$ cat src/rtl/uart_pkg.sv
// Shared types and constants for the UART transmitter.
package uart_pkg;

    typedef enum logic [2:0] {
        StIdle,
        StStart,
        StData,
        StParity,
        StStop
    } tx_state_t;

    localparam int unsigned DATA_BITS   = 8;
    localparam int unsigned MIN_DIVISOR = 2;
    localparam int unsigned DIV_W       = 12;

    // Divisors below the minimum would leave no room for a bit period.
    function automatic logic [DIV_W-1:0] clamp_divisor(input logic [DIV_W-1:0] div);
        return (div < DIV_W'(MIN_DIVISOR)) ? DIV_W'(MIN_DIVISOR) : div;
    endfunction

endpackage

$ cat src/rtl/tx_baud_counter.sv
// Bit-period timer: pulses tick on the last clock of each bit period.
module tx_baud_counter
    import uart_pkg::*;
(
    input  logic             clk,
    input  logic             reset,
    input  logic             restart,
    input  logic [DIV_W-1:0] divisor,
    output logic             tick
);

    logic [DIV_W-1:0] count_q, count_d;
    logic [DIV_W-1:0] last_count;

    assign last_count = divisor - DIV_W'(1);
    assign tick       = !restart && (count_q == last_count);

    always_comb begin
        count_d = count_q + DIV_W'(1);
        if (restart || tick) begin
            count_d = '0;
        end
    end

    always_ff @(posedge clk) begin
        if (reset) begin
            count_q <= '0;
        end else begin
            count_q <= count_d;
        end
    end

endmodule

$ cat src/rtl/uart_tx.sv
// UART transmitter with a transmit FIFO; 8 data bits, optional even parity, 1 or 2 stop bits.
module uart_tx
    import uart_pkg::*;
#(
    parameter int unsigned FIFO_DEPTH = 8
) (
    input  logic             clk,
    input  logic             reset,
    input  logic [DIV_W-1:0] baud_divisor,
    input  logic             parity_en,
    input  logic             two_stop_bits,
    input  logic [7:0]       tx_data,
    input  logic             wr_en,
    output logic             tx_out,
    output logic             tx_busy,
    output logic             tx_done,
    output logic             fifo_full,
    output logic             fifo_empty,
    output logic             overflow
);

    localparam int unsigned PTR_W = $clog2(FIFO_DEPTH);
    localparam int unsigned CNT_W = PTR_W + 1;
    localparam int unsigned BIT_W = $clog2(DATA_BITS);

    logic [DATA_BITS-1:0] mem_q [FIFO_DEPTH];
    logic [PTR_W-1:0]     wr_ptr_q, wr_ptr_d, rd_ptr_q, rd_ptr_d;
    logic [CNT_W-1:0]     count_q, count_d;
    logic                 push, pop;

    tx_state_t            state_q, state_d;
    logic [DATA_BITS-1:0] shift_q, shift_d;
    logic                 parity_q, parity_d;
    logic                 par_en_q, par_en_d;
    logic                 two_stop_q, two_stop_d;
    logic [DIV_W-1:0]     div_q, div_d;
    logic [BIT_W-1:0]     bit_cnt_q, bit_cnt_d;
    logic                 stop_cnt_q, stop_cnt_d;
    logic                 tx_out_q, tx_out_d;
    logic                 overflow_q, overflow_d;
    logic                 tick, restart, last_stop;

    // ---------------- FIFO ----------------
    assign fifo_full  = (count_q == CNT_W'(FIFO_DEPTH));
    assign fifo_empty = (count_q == '0);
    assign push       = wr_en && !fifo_full;
    assign pop        = (state_q == StIdle) && !fifo_empty;

    always_comb begin
        wr_ptr_d = wr_ptr_q + PTR_W'(push);
        rd_ptr_d = rd_ptr_q + PTR_W'(pop);
        count_d  = count_q;
        if (push && !pop) begin
            count_d = count_q + CNT_W'(1);
        end else if (pop && !push) begin
            count_d = count_q - CNT_W'(1);
        end
    end

    always_ff @(posedge clk) begin
        if (push) begin
            mem_q[wr_ptr_q] <= tx_data;
        end
    end

    // ---------------- Bit timing ----------------
    assign restart = (state_q == StIdle);

    tx_baud_counter u_baud (
        .clk     (clk),
        .reset   (reset),
        .restart (restart),
        .divisor (div_q),
        .tick    (tick)
    );

    // ---------------- State register ----------------
    always_ff @(posedge clk) begin
        if (reset) begin
            wr_ptr_q   <= '0;
            rd_ptr_q   <= '0;
            count_q    <= '0;
            state_q    <= StIdle;
            shift_q    <= '0;
            parity_q   <= 1'b0;
            par_en_q   <= 1'b0;
            two_stop_q <= 1'b0;
            div_q      <= DIV_W'(MIN_DIVISOR);
            bit_cnt_q  <= '0;
            stop_cnt_q <= 1'b0;
            tx_out_q   <= 1'b1;
            overflow_q <= 1'b0;
        end else begin
            wr_ptr_q   <= wr_ptr_d;
            rd_ptr_q   <= rd_ptr_d;
            count_q    <= count_d;
            state_q    <= state_d;
            shift_q    <= shift_d;
            parity_q   <= parity_d;
            par_en_q   <= par_en_d;
            two_stop_q <= two_stop_d;
            div_q      <= div_d;
            bit_cnt_q  <= bit_cnt_d;
            stop_cnt_q <= stop_cnt_d;
            tx_out_q   <= tx_out_d;
            overflow_q <= overflow_d;
        end
    end

    // ---------------- Next state ----------------
    assign last_stop = !(two_stop_q && !stop_cnt_q);

    always_comb begin
        state_d    = state_q;
        shift_d    = shift_q;
        parity_d   = parity_q;
        par_en_d   = par_en_q;
        two_stop_d = two_stop_q;
        div_d      = div_q;
        bit_cnt_d  = bit_cnt_q;
        stop_cnt_d = stop_cnt_q;
        unique case (state_q)
            StIdle: begin
                // Frame configuration is frozen here for the whole frame.
                if (pop) begin
                    state_d    = StStart;
                    shift_d    = mem_q[rd_ptr_q];
                    parity_d   = ^mem_q[rd_ptr_q];
                    par_en_d   = parity_en;
                    two_stop_d = two_stop_bits;
                    div_d      = clamp_divisor(baud_divisor);
                    bit_cnt_d  = '0;
                    stop_cnt_d = 1'b0;
                end
            end
            StStart: begin
                if (tick) begin
                    state_d = StData;
                end
            end
            StData: begin
                if (tick) begin
                    shift_d   = shift_q >> 1;
                    bit_cnt_d = bit_cnt_q + BIT_W'(1);
                    if (bit_cnt_q == BIT_W'(DATA_BITS - 1)) begin
                        state_d = par_en_q ? StParity : StStop;
                    end
                end
            end
            StParity: begin
                if (tick) begin
                    state_d = StStop;
                end
            end
            StStop: begin
                if (tick) begin
                    if (last_stop) begin
                        state_d = StIdle;
                    end else begin
                        stop_cnt_d = 1'b1;
                    end
                end
            end
            default: state_d = StIdle;
        endcase
    end

    // ---------------- Outputs ----------------
    // tx_out is registered from the upcoming state so the line changes exactly on bit boundaries.
    always_comb begin
        tx_out_d = 1'b1;
        unique case (state_d)
            StStart:  tx_out_d = 1'b0;
            StData:   tx_out_d = shift_d[0];
            StParity: tx_out_d = parity_d;
            default:  tx_out_d = 1'b1;
        endcase
        overflow_d = wr_en && fifo_full;
    end

    assign tx_out   = tx_out_q;
    assign tx_busy  = (state_q != StIdle);
    assign tx_done  = (state_q == StStop) && tick && last_stop;
    assign overflow = overflow_q;

endmodule
$ cat config.mk
export PLATFORM = sky130hd
export DESIGN_NAME = uart_tx
export DESIGN_NICKNAME = d
export VERILOG_FILES = /design/src/rtl/uart_pkg.sv /design/src/rtl/tx_baud_counter.sv /design/src/rtl/uart_tx.sv
export SDC_FILE = /design/constraint.sdc
export NUM_CORES = 1
export LEC_CHECK = 0
export BUFFER_PORTS_ARGS = -buffer_cell sky130_fd_sc_hd__buf_2
export CAP_MARGIN = 30
export CORE_MARGIN = 2
export CORE_UTILIZATION = 55
export CTS_CLUSTER_DIAMETER = 80
export CTS_CLUSTER_SIZE = 30
export DETAILED_ROUTE_END_ITERATION = 8
export GPL_TIMING_DRIVEN = 0
export PLACE_DENSITY = 0.85
export REMOVE_ABC_BUFFERS = 1
export SLEW_MARGIN = 20
export SYNTH_ARGS = -nofsm -noshare
export SYNTH_HDL_FRONTEND = slang
export SYNTH_SLANG_ARGS = --single-unit
$ cat constraint.sdc
create_clock -name clk -period 3.34 [get_ports clk]
set_input_delay 0.668 -clock clk [delete_from_list [all_inputs] [get_ports clk]]
set_output_delay 0.668 -clock clk [all_outputs]
set_load 0.02 [all_outputs]
---- Word level (Yosys, flattened, before mapping) ----
Memory sizes are Yosys's and may differ from the RTL's. A register that Yosys moved wholly into a read port is not among the register bits.
Index checks and enable logic that the tools add are counted.
storage, ports and cells
  register bits after elaboration ......... 54
  latch bits .............................. 0
  memory bits (writable) .................. 64
  ROM bits ................................ 0
  bits of input ports ..................... 25
  output and inout bits ................... 6
  logic and storage cells ................. 94
  memories kept ........................... 1
operators by class
  add/sub/neg operators ................... 7
  $mul .................................... 0
  divide/modulo/power cells ............... 0
  magnitude comparators ................... 1
  equality and inequality tests ........... 14
  shift-type cells ........................ 0
  mux-type cells .......................... 28
  bitwise logic cells ..................... 0
  reduce and logical (&&, ||, !) cells .... 28
memory list
  name   words  width  read ports  clocked after memory_dff  wr ports  RTL line       text
  mem_q  8      8      1           1                         1         uart_tx.sv:26  logic [DATA_BITS-1:0] mem_q [FIFO_DEPTH];
operator list
  operator               number
  $mux 3                 11
  $mux 8                 2
  $pmux 8 s2             1
  $pmux 3 s5             1
  $add 12x1->12 const B  1
  $eq 12x12->1           1
  $eq 3x2->1 const B     4
  $lt 12x2->1 const B    1
  $mux 12                1
  $sub 12x1->12 const B  1
  $logic_and 1x1->1      9
  $mux 4                 2
  $ne 2x2->1 const B     4
  $reduce_xor 8->1       1
  $logic_not 1->1        7
  $mux 1                 7
  $add 3x1->3            2
  $eq 3x1->1 const B     2
  $eq 3x3->1 const B     2
  $pmux 3 s2             1
  $reduce_bool 2->1      3
  $add 4x1->4 const B    1
  $eq 4x4->1 const B     1
  $logic_not 4->1        1
  other kinds (11)       11

---- Longest topological paths before layout ----
  depth in word-level cells ............... 7
  gate-level depth with buffers ........... 14

---- Hierarchy ----
Synthesis repeated with hierarchy kept, for this count alone.
second synthesis, totals
  cells, all modules ...................... 502
  area total of the unflattened synthesis .. 5820.6 um^2
by module, submodules not included
  module           times used  cells each  area each (um^2)  sequential area each (um^2)
  uart_tx          1           361         4690.7            2762.6
  tx_baud_counter  1           141         1129.8            240.2

---- Least setup slack after synthesis ----
OpenSTA, ideal clock, no wires.
  path type ............................... register -> register
  from .................................... register count_q[0]
  to ...................................... register count_q[3]
  setup time .............................. 70 ps
  data arrival time ....................... 3388 ps
  data required time ...................... 3270 ps
  path slack .............................. -119 ps
  cell stages (with the launch flop) ...... 13
  path through ............................ dfxtp_1 -> nor4_1 -> or2_2 -> clkbuf_1 -> clkbuf_1 -> ha_1 -> inv_1 -> ha_1 -> a21o_1 -> a21oi_1 -> xnor2_1 -> or3_1 -> a21oi_1
between the ends
  longest elaborated chain between the ends .. 6
  elaborated cells between the ends (all ways) .. 15
RTL lines
  what                                         RTL line       text
  start, declared                              uart_tx.sv:28  logic [CNT_W-1:0] count_q, count_d;
  start signal, assigned                       uart_tx.sv:96  count_q <= count_d;
  $logic_not 4->1 *                            uart_tx.sv:45  assign fifo_empty = (count_q == '0);
  via fifo_empty                               uart_tx.sv:18  output logic fifo_empty,
  $logic_not 1->1 *                            uart_tx.sv:47  assign pop = (state_q == StIdle) && !fifo_empty;
  $logic_and 1x1->1 *                          uart_tx.sv:47
  $logic_not 1->1                              uart_tx.sv:53  if (push && !pop) begin
  $logic_and 1x1->1                            uart_tx.sv:53
  $mux 4 or $reduce_bool 2->1 (tied branches)  n/a
Mark *: on every way through the listed nets, which the timed path passes. The rest lies on a longest branch. The select of a mux whose other input is x is not followed.
A chain may end at the register's enable or synchronous reset.

---- Worst setup path after layout ----
  from .................................... register div_q[2]
  to ...................................... output port tx_done
between the ends
  longest elaborated chain between the ends .. 5
RTL lines
  what                            RTL line               text
  start, declared                 uart_tx.sv:36          logic [DIV_W-1:0] div_q, div_d;
  start signal, assigned          uart_tx.sv:88          div_q <= DIV_W'(MIN_DIVISOR);
  start signal, assigned          uart_tx.sv:102         div_q <= div_d;
  $sub 12x1->12                   tx_baud_counter.sv:15  assign last_count = divisor - DIV_W'(1);
  $eq 12x12->1                    tx_baud_counter.sv:16  assign tick = !restart && (count_q == last_count);
  $logic_and 1x1->1               tx_baud_counter.sv:16
  $logic_and 1x1->1 (2 in a row)  uart_tx.sv:183         assign tx_done = (state_q == StStop) && tick && last_stop;
  end, declared                   uart_tx.sv:16          output logic tx_done,
No other way between the ends.

==> results.json <==
{
  "maxCapViolations": 0,
  "cts_tree": "built",
  "synthesized_flop_and_latch_total": 118,
  "synth_xor_xnor_area_share_pct": 5.39,
  "total_congestion_overflow": 0,
  "die-area_um2": 10600,
  "grt_setup_unrepaired": "true",
  "slew_viol_final": 0,
  "synth-edff-count": 64,
  "asyncSetResetFlopFracSynth_pct": 0,
  "powerDensity_nw_per_um2": 885,
  "track_usage_pct": 22.8,
  "timing.critical_path.slowest_stage_cell": "sky130_fd_sc_hd__or4_4",
  "timing.hold.worst_endpoint": "div_q[1]",
  "required_ns": 2.67,
  "cts_sink_count": 118,
  "n_fill_cell": 706,
  "post_route_cells_drive_above_1_share_pct": 19.7,
  "worstSetupEndpointType": "output port",
  "initial_standard_cell_utilization_of_the_core_pct": 55.7,
  "std_cell_rows": 36,
  "die-height_um": 103,
  "holdCritPathClass": "in2reg",
  "avgViaCountPerCell": 5.85,
  "core_area_um2": 9640,
  "cts.reportedPaths.clkPinSlew_ns": 0.06,
  "crit_type": "reg2out",
  "place.detailed.instances": 610,
  "via_count": 3772,
  "worstHoldPathCells": 3,
  "dr.first_iter.drc_count": 190,
  "avgSynthCellArea_um2": 11.5,
  "worst_ir_drop_vdd_mv": 0.533,
  "cts-root-to-sink-buffers": 2,
  "vias_in_the_first_global_route": 3801,
  "layout.cells.non_filler": 645,
  "startpoint_type": "flip-flop",
  "worst_skew_pair.late_latency_ns": 0.52,
  "yosys.cell_types.count": 66,
  "outcome": "complete, no violations",
  "cp_cell_sequence": "or4_4 -> nor3_4 -> mux2_4 -> nand3_4 -> nand4_1 -> nor3b_1 -> buf_2",
  "synth_simple_gate_area_share_pct": 15.4,
  "syn_inst": 467,
  "die_x_um": 103,
  "ff2ff_setup_slack_ns": 0.24,
  "ys_seq_area_share_pct": 56.0,
  "fin_total_pwr_mw": 5.53,
  "yosys-top-cells-area": "sky130_fd_sc_hd__edfxtp_1 (36%), sky130_fd_sc_hd__dfxtp_1 (20%), sky130_fd_sc_hd__mux2i_1 (3.5%), sky130_fd_sc_hd__mux4_2 (3.4%), sky130_fd_sc_hd__nor2_1 (3.3%)",
  "grt_max_degree": 39,
  "synth_top_family_by_area": "simple AND/OR/NAND/NOR gates",
  "rr_worst_depth": 10,
  "setup_viol_count_final": 0,
  "io_pins": 31,
  "cts_made_buffers": 17,
  "post-synth-top-area-fraction_pct": 35.8,
  "hold_path_startpoint": "baud_divisor[1]",
  "hold_viol_final": 0,
  "critical_path_arrival_ns": 2.60,
  "synth_ff_type": "sky130_fd_sc_hd__edfxtp_1",
  "drt.antenna.violating_nets": 0,
  "post_synth_mux_area_share_pct": 7.18,
  "place_hpwl_mm": 7.02,
  "yosys_warnings": 0,
  "synthDominantAreaCellType": "sky130_fd_sc_hd__edfxtp_1",
  "timing.slew.headroom_pct": 45.8,
  "clockRootBuffer": "sky130_fd_sc_hd__clkbuf_8",
  "routed_wire_length_per_instance_um": 17.1,
  "timing_worst_slew_pin_value_ns": 0.810,
  "fmaxAchievable_mhz": 306,
  "antenna_found_initial": 0,
  "diodes": 0,
  "cts.htree.levels": 4,
  "port-buffer-count": 30,
  "postRouteWirelength_mm": 11.1,
  "skew_ns": 0.00893,
  "worst_r2r_startpoint": "count_q[0]",
  "placer_congestion": 0.864,
  "grt_first_pass_wirelength_mm": 18.1,
  "area_growth_syn_to_layout_pct": 16.5,
  "post_synth_fa_ha_maj_area_fraction_pct": 2.94,
  "final_net_count": 536,
  "leakage_dissipation_nw": 2.28,
  "cp_max_fo": 7,
  "synth_cell_area_um2": 5370,
  "critical_path.reg2reg.endpoint": "count_q[3]",
  "drcViolationCount": 0,
  "final.min_clock_period_ns": 3.27,
  "crit_path_max_incr_delay_ns": 0.59,
  "synth-compound-area-share_pct": 10.3,
  "timing.final.crit_share_pct": 98.0,
  "detail_route.first_pass.iterations": 4
}
==> synth_stat cells (6+ instances only) <==
library cell and number:
sky130_fd_sc_hd__a21oi_1 29, sky130_fd_sc_hd__a221oi_1 7, sky130_fd_sc_hd__and3_1 10, sky130_fd_sc_hd__clkbuf_1 11, sky130_fd_sc_hd__dfxtp_1 54, sky130_fd_sc_hd__edfxtp_1 64
sky130_fd_sc_hd__ha_1 11, sky130_fd_sc_hd__inv_1 12, sky130_fd_sc_hd__mux2i_1 19, sky130_fd_sc_hd__mux4_2 8, sky130_fd_sc_hd__nand2_1 44, sky130_fd_sc_hd__nand2b_1 6
sky130_fd_sc_hd__nand3_1 10, sky130_fd_sc_hd__nor2_1 47, sky130_fd_sc_hd__nor2b_1 6, sky130_fd_sc_hd__nor3_1 12, sky130_fd_sc_hd__o22ai_1 8, sky130_fd_sc_hd__xnor2_1 19
sky130_fd_sc_hd__xor2_1 14
==> stage by stage <==
| stage | hold slack (ns) | worst slack, ns | util, % | TNS (ns) | cell area, um^2 |
|---|---|---|---|---|---|
| 6_report | 0.383 | 0.0678 | 64.9 | 0 | 6250 |
| 5_1_grt | 0.385 | -0.0955 | 64.9 | -0.0955 | 6250 |
| 4_1_cts | 0.376 | 0.000294 | 64.6 | 0 | 6230 |
| 3_5_place_dp | 0.454 | 0.151 | 58.0 | 0 | 5590 |
| 3_3_place_gp | 0.442 | 0.125 | 57.9 | 0 | 5580 |
| 2_1_floorplan | 0.430 | 0.140 | - | 0 | 5260 |
==> worst max-delay path by stage <==
stage	startpoint	to	slack [ns]	depth (start not counted)
floorplan	count_q[0]	count_q[3]	0.14	10
global placement	rd_ptr_q[0]	tx_out	0.12	8
detailed placement	div_q[0]	tx_done	0.15	9
CTS	div_q[3]	tx_done	0.0003	7
global route	div_q[0]	tx_done	-0.1	9
finish	div_q[2]	tx_done	0.07	7
==> area by class of cell <==
type                            instances  area [um^2]  share of cell area [%]
Multi-Input combinational cell        315         2250                    35.9
Sequential cell                       118         3010                    48.2
Clock inverter                         15          183                    2.92
Tap cell                              133          166                    2.66
Inverter                               13         52.6                   0.840
Timing Repair Buffer                   34          178                    2.84
Clock buffer                           17          414                    6.62
==> what timing repair did <==
item / CTS / global route
pin swaps: 2 / 2
buffers inserted: 3 / 0
resized for setup: 6 / 6
hold buffers: 0 / 0
gates cloned: 0 / 0
endpoints found under the setup margin: 1 / 5
==> registers in the layout, summed over array words and instances (netlist names) <==
name,flops
shift_q,8
bit_cnt_q,3
count_q,4
parity_q,1
two_stop_q,1
div_q,12
stop_cnt_q,1
state_q,3
overflow,1
wr_ptr_q,3
rd_ptr_q,3
tx_out,1
u_baud.count_q,12
par_en_q,1
mem_q,64
==> cells in the final DEF, fill, tap and decap left out, types with 8 or more instances in the layout <==
cell,netlist,routed
sky130_fd_sc_hd__buf_2,5,31
sky130_fd_sc_hd__ha_1,11,10
sky130_fd_sc_hd__inv_1,12,12
sky130_fd_sc_hd__a21oi_1,29,29
sky130_fd_sc_hd__edfxtp_1,64,64
sky130_fd_sc_hd__xnor2_1,19,19
sky130_fd_sc_hd__nand2_1,44,44
sky130_fd_sc_hd__dfxtp_1,54,49
sky130_fd_sc_hd__nand3_1,10,10
sky130_fd_sc_hd__clkbuf_16,0,16
sky130_fd_sc_hd__and3_1,10,10
sky130_fd_sc_hd__o22ai_1,8,8
sky130_fd_sc_hd__nor2_1,47,47
sky130_fd_sc_hd__mux2i_1,19,19
sky130_fd_sc_hd__nor3_1,12,11
sky130_fd_sc_hd__mux4_2,8,8
sky130_fd_sc_hd__xor2_1,14,14
==> where the power goes <==
group          leakage, nW  internal, mW  switching [mW]
clock network        0.292          1.10           0.735
logic                0.963         0.766           0.940
registers             1.02          1.73           0.262
==> worst max-delay path: cells and delay by family, from the launching register on <==
family,cells,cell delay (ns)
multiplexers,1,0.35
buffers and inverters,1,0.18
AND/OR/NAND/NOR,5,1.20
flip-flops,1,0.37
==> cells by family (layout without fill, tap and decap cells) <==
| kind of cell | Yosys count | after routing |
|---|---|---|
| buffers and inverters | 34 | 79 |
| flip-flops | 118 | 118 |
| XOR/XNOR | 33 | 33 |
| AO/OA/AOI/OAI | 78 | 78 |
| adder cells (fa/ha/maj) | 12 | 12 |
| multiplexers | 28 | 28 |
| AND/OR/NAND/NOR | 164 | 164 |
==> per-layer routing <==
metal	global-route usage (%)	wire length (um)	up-vias
met3	5.02	423	24
met4	9.21	227	0
li1	-	-	1786
met5	0	0	-
met2	41.0	5940	101
met1	26.5	4450	1861
Note: power is estimated with default switching activity, not from simulation.
